--- config.mk ---
export PLATFORM = sky130hd
export DESIGN_NAME = imem_loader
export DESIGN_NICKNAME = d
export VERILOG_FILES = /design/src/rtl/imem_loader.sv
export SDC_FILE = /design/constraint.sdc
export NUM_CORES = 1
export LEC_CHECK = 0
export CORE_MARGIN = 3
export CORE_UTILIZATION = 55
export CTS_CLUSTER_DIAMETER = 120
export DETAILED_ROUTE_END_ITERATION = 8
export PLACE_DENSITY = 0.95
export SLEW_MARGIN = 20
export SYNTH_ARGS = -nofsm -noshare
export SYNTH_HDL_FRONTEND = slang
export SYNTH_SLANG_ARGS = --single-unit
--- constraint.sdc ---
create_clock -name clk -period 5.15 [get_ports clk]
set_input_delay 1.2875 -clock clk [delete_from_list [all_inputs] [get_ports clk]]
set_output_delay 1.2875 -clock clk [all_outputs]
set_load 0.05 [all_outputs]
--- src/rtl/imem_loader.sv ---
// Instruction memory loader: assembles a little-endian host byte stream into 32-bit words,
// writes them sequentially from address 0, and reports completion with an XOR checksum.
module imem_loader #(
  parameter int unsigned DEPTH = 256,
  parameter int unsigned LEN_W = 9
) (
  input  logic             clk,
  input  logic             rst_n,
  input  logic             start,
  input  logic [LEN_W-1:0] load_len,
  input  logic             byte_valid,
  input  logic [7:0]       byte_data,
  output logic             byte_ready,
  output logic             we,
  output logic [31:0]      w_addr,
  output logic [31:0]      w_data,
  output logic             busy,
  output logic             done,
  output logic [31:0]      checksum
);

  typedef enum logic [1:0] {StIdle, StLoad, StWrite, StDone} state_e;

  state_e           state;
  logic [LEN_W-1:0] len;
  logic [LEN_W-1:0] wcnt;
  logic [1:0]       bcnt;
  logic [23:0]      asm_word;

  logic [LEN_W-1:0] len_clamped;
  logic [LEN_W-1:0] wcnt_inc;

  assign len_clamped = (load_len > LEN_W'(DEPTH)) ? LEN_W'(DEPTH) : load_len;
  assign wcnt_inc    = wcnt + LEN_W'(1);

  // Outputs are registered alongside the state so they always reflect the state being entered.
  always_ff @(posedge clk or negedge rst_n) begin
    if (!rst_n) begin
      state      <= StIdle;
      len        <= '0;
      wcnt       <= '0;
      bcnt       <= '0;
      asm_word   <= '0;
      byte_ready <= 1'b0;
      we         <= 1'b0;
      w_addr     <= '0;
      w_data     <= '0;
      busy       <= 1'b0;
      done       <= 1'b0;
      checksum   <= '0;
    end else begin
      unique case (state)
        StIdle: begin
          if (start) begin
            len      <= len_clamped;
            checksum <= '0;
            wcnt     <= '0;
            bcnt     <= '0;
            w_addr   <= '0;
            busy     <= 1'b1;
            if (len_clamped == '0) begin
              state <= StDone;
              done  <= 1'b1;
            end else begin
              state      <= StLoad;
              byte_ready <= 1'b1;
            end
          end
        end
        StLoad: begin
          if (byte_valid && byte_ready) begin
            bcnt <= bcnt + 2'd1;
            if (bcnt == 2'd3) begin
              w_data     <= {byte_data, asm_word};
              w_addr     <= 32'({wcnt, 2'b00});
              we         <= 1'b1;
              byte_ready <= 1'b0;
              state      <= StWrite;
            end else begin
              asm_word[8*bcnt +: 8] <= byte_data;
            end
          end
        end
        StWrite: begin
          we       <= 1'b0;
          checksum <= checksum ^ w_data;
          wcnt     <= wcnt_inc;
          if (wcnt_inc == len) begin
            state <= StDone;
            done  <= 1'b1;
          end else begin
            state      <= StLoad;
            byte_ready <= 1'b1;
          end
        end
        StDone: begin
          done  <= 1'b0;
          busy  <= 1'b0;
          state <= StIdle;
        end
        default: state <= StIdle;
      endcase
    end
  end

endmodule

==> results.md <==
* Post-layout power at about 4.4 mW
* Hold Path End: len[2]
* DIE AREA at 11500 um^2
* Sequential-to-total area share from yosys stat at 54.7%
* Minimum clock period at around 3100 ps
* Worst R2R Start: bcnt[0]
* GPL Wtd Cong at 0.876
* Worst Path Arrival at between 1500 and 2000 ps
* Iter 0 DRT Violations at 395
* CTS buffer count at 17
* Cell Int Power at roughly 2.5 mW
* NetSw at 1.83 mW
* Post-route ant nets at 0
* HPWL Detailed at 8.82 mm
* Crit path max-delay family: buffers and inverters
* Rel. slew slack at 24.0%
* Pins over their slew limit at 0
* Largest net degree at the start of global routing at 50
* Buf/Inv on CP at 1
* # resized after CTS at 0
* Critical Path End Type: output port
* Placed Area at 6590 um^2
* Synth cell count leaders: 123 x dfrtp_1, 63 x nand2_1, 46 x nor2_1
* Maximum vdd drop at ~400 uV
* # setup viols final at 0
* Core area at 9860 um^2
* Gr usage total at between 20% and 30%
* Post-CTS Setup Bufs at 0
* Seq pwr share at 35.0%
* Area share of the largest cell type after synthesis at a little over half
* CP required at 3860 ps
* Rows at 36
* Max cap viols at 0
* CTS tree: done
* DRC violations left at 0
* Unique cell type count in the Yosys netlist at 38
* Startpoint types: flop
* Die height at 107 um
* Most frequent cell after synthesis: dfrtp_1
* Clk_skew at 10.1 ps
* Status: complete, no violations
* Port buffer count at 97
* DRT Wirelength at 14.2 mm
* Hold_ws at slightly below 500 ps
* Initial core utilization at 57.0%
* R2r endpoint: w_data[0]
* Switching Share at 42.0%
* Remaining global-route overflow at 0
* Setup Crit Path Kind: flop to output port
* Area contributors post-synth: dfrtp_1 55%, mux2_2 7.0%, xor2_1 4.7%
* DR vias at 4306
* Worst slew pin tran at 1140 ps
* Period utilization at 60.4%
* EDFF count, synth at 0
* Min-Delay Startpoint: len[2]
* Fillcell total at 625
* Avg Vias per Cell at 5.65
* Final Net Count at 644
* Fin worst setup slack at 2040 ps
* Area grow syn2layout at 27.4%
* Design Area, Final at just over 7000 um^2
* Inst Count DP at 731
* Ys Warns at 0
* Final Hold Fails at 0
* Diode count at 0
* Share of cells above drive strength 1 at 13.0%
* Fmax achieved at 322 MHz
* Worst path slowest cell: clkdlybuf4s50_1
* Slowest cell delay on critical path at ~850 ps
* Reg2reg setup slack at 2520 ps
* WHS Path Cells at 2
* R2R depth at 4
* Clk sink count at 123
* Pre-CTS setup slack at around 1800 ps
* Die W at 107 um
* FF+latch count, synth at 123
* Ys async rst share at 100%
* Ys flop type: dfrtp_1
* Comb power frac at between 30% and 40%
* Mapped Cells at 521
* First-pass GRT wire length at about 23 mm
* Setup TNS at 0 ps
* H-tree depth at 4
* Avg Inst Size Synth at around 11 um^2
* Cell Area, Synth at 5630 um^2
* CTS max path bufs at 2
* Via count of the first global-routing pass at 4383
* Clk root buf: clkbuf_8
* Clock Power Share at 26.9%
* Hold_buf cts at 0
* DR WL/cell at ~19 um
* Worst-path maximum fanout at 4
* Post-Layout Cell Count at about 760
* Clk_lat worst skew at roughly 530 ps
* RSZ-0062 raised after global routing: false
* Initial antenna violation count at 0
* Fin util at 72.7%
* DR pass1 iterations at 5
* Worst-path cell chain: clkdlybuf4s50_1
* Pwr per Cell Area at about 610 nW/um^2
* Hold Path Class: flop to flop
* Lkg Pwr at 3.23 nW
* Clock slew at reported path FFs at ~60 ps
* I/O pin cnt at 121
* Largest area contributor in the netlist: dfrtp_1
-- cell families (layout without fill, tap and decap cells) --
logic type | after synthesis | count (layout) | synth area share [%]
and+or+nand+nor | 167 | 167 | 14.8
DFF | 123 | 123 | 54.7
buffers and inverters | 74 | 160 | 6.98
AOI/OAI and AO/OA | 71 | 71 | 8.14
muxes | 40 | 40 | 7.90
xor gates and xnor gates | 39 | 39 | 6.07
adders and majority gates | 6 | 6 | 1.33
other | 1 | 23 | 0.0667
-- layout make-up --
| type | instances | area (um^2) | area share (%) |
|---|---|---|---|
| clock buffers | 17 | 414 | 5.78 |
| clock inverters | 14 | 164 | 2.29 |
| inverters | 28 | 105 | 1.47 |
| multi-input cells | 346 | 2240 | 31.3 |
| flip-flops and latches | 123 | 3080 | 42.9 |
| well taps | 133 | 166 | 2.32 |
| repair buffers | 101 | 998 | 13.9 |
-- power by group through the flow --
stage	Combinational [mW]	Clock, mW	Sequential, mW
6_report	1.66	1.17	1.52
5_1_grt	1.75	1.23	1.56
4_1_cts	1.67	1.17	1.52
3_5_place_dp	1.63	0	1.52
3_3_place_gp	1.57	0	1.50
2_1_floorplan	0.627	0	1.99
-- how the worst max path moves through the flow --
stage | from | to | cells after the start
after floorplan | start | checksum[10] | 4
after global placement | byte_valid | w_data[12] | 4
after detailed placement | byte_valid | w_data[1] | 4
after CTS | byte_ready | byte_ready | 1
after global routing | byte_ready | byte_ready | 1
final | byte_ready | byte_ready | 1
-- placed cells by master (no fill, tap or decap), types with 4 or more instances in the layout --
cell type          n
mux2_2            35
mux2i_1            5
dfrtp_1          123
conb_1            23
buf_4              5
inv_1             28
nand3b_1           9
clkinv_4           4
xor2_1            30
a21oi_1            7
ha_1               6
xnor2_1            9
nand3_1           28
a22o_1            10
nor2_1            46
clkbuf_16         16
clkdlybuf4s50_1   96
o21ai_0           39
nand2_1           63
-- metal layers --
metal | wire, um | global-route usage (%) | share of wire [%]
met4 | 501 | 11.6 | 3.5
met5 | 0 | 0 | 0
met3 | 972 | 5.96 | 6.8
met2 | 6970 | 42.0 | 49
met1 | 5800 | 34.7 | 41
-- flip-flops by register name, indices dropped and copies added (netlist names), 2 cells and up --
register and count:
checksum 32, wcnt 9, w_data 32, asm_word 24, w_addr 9, bcnt 2, state 2, len 9
Power figures use the tool's default switching activity.
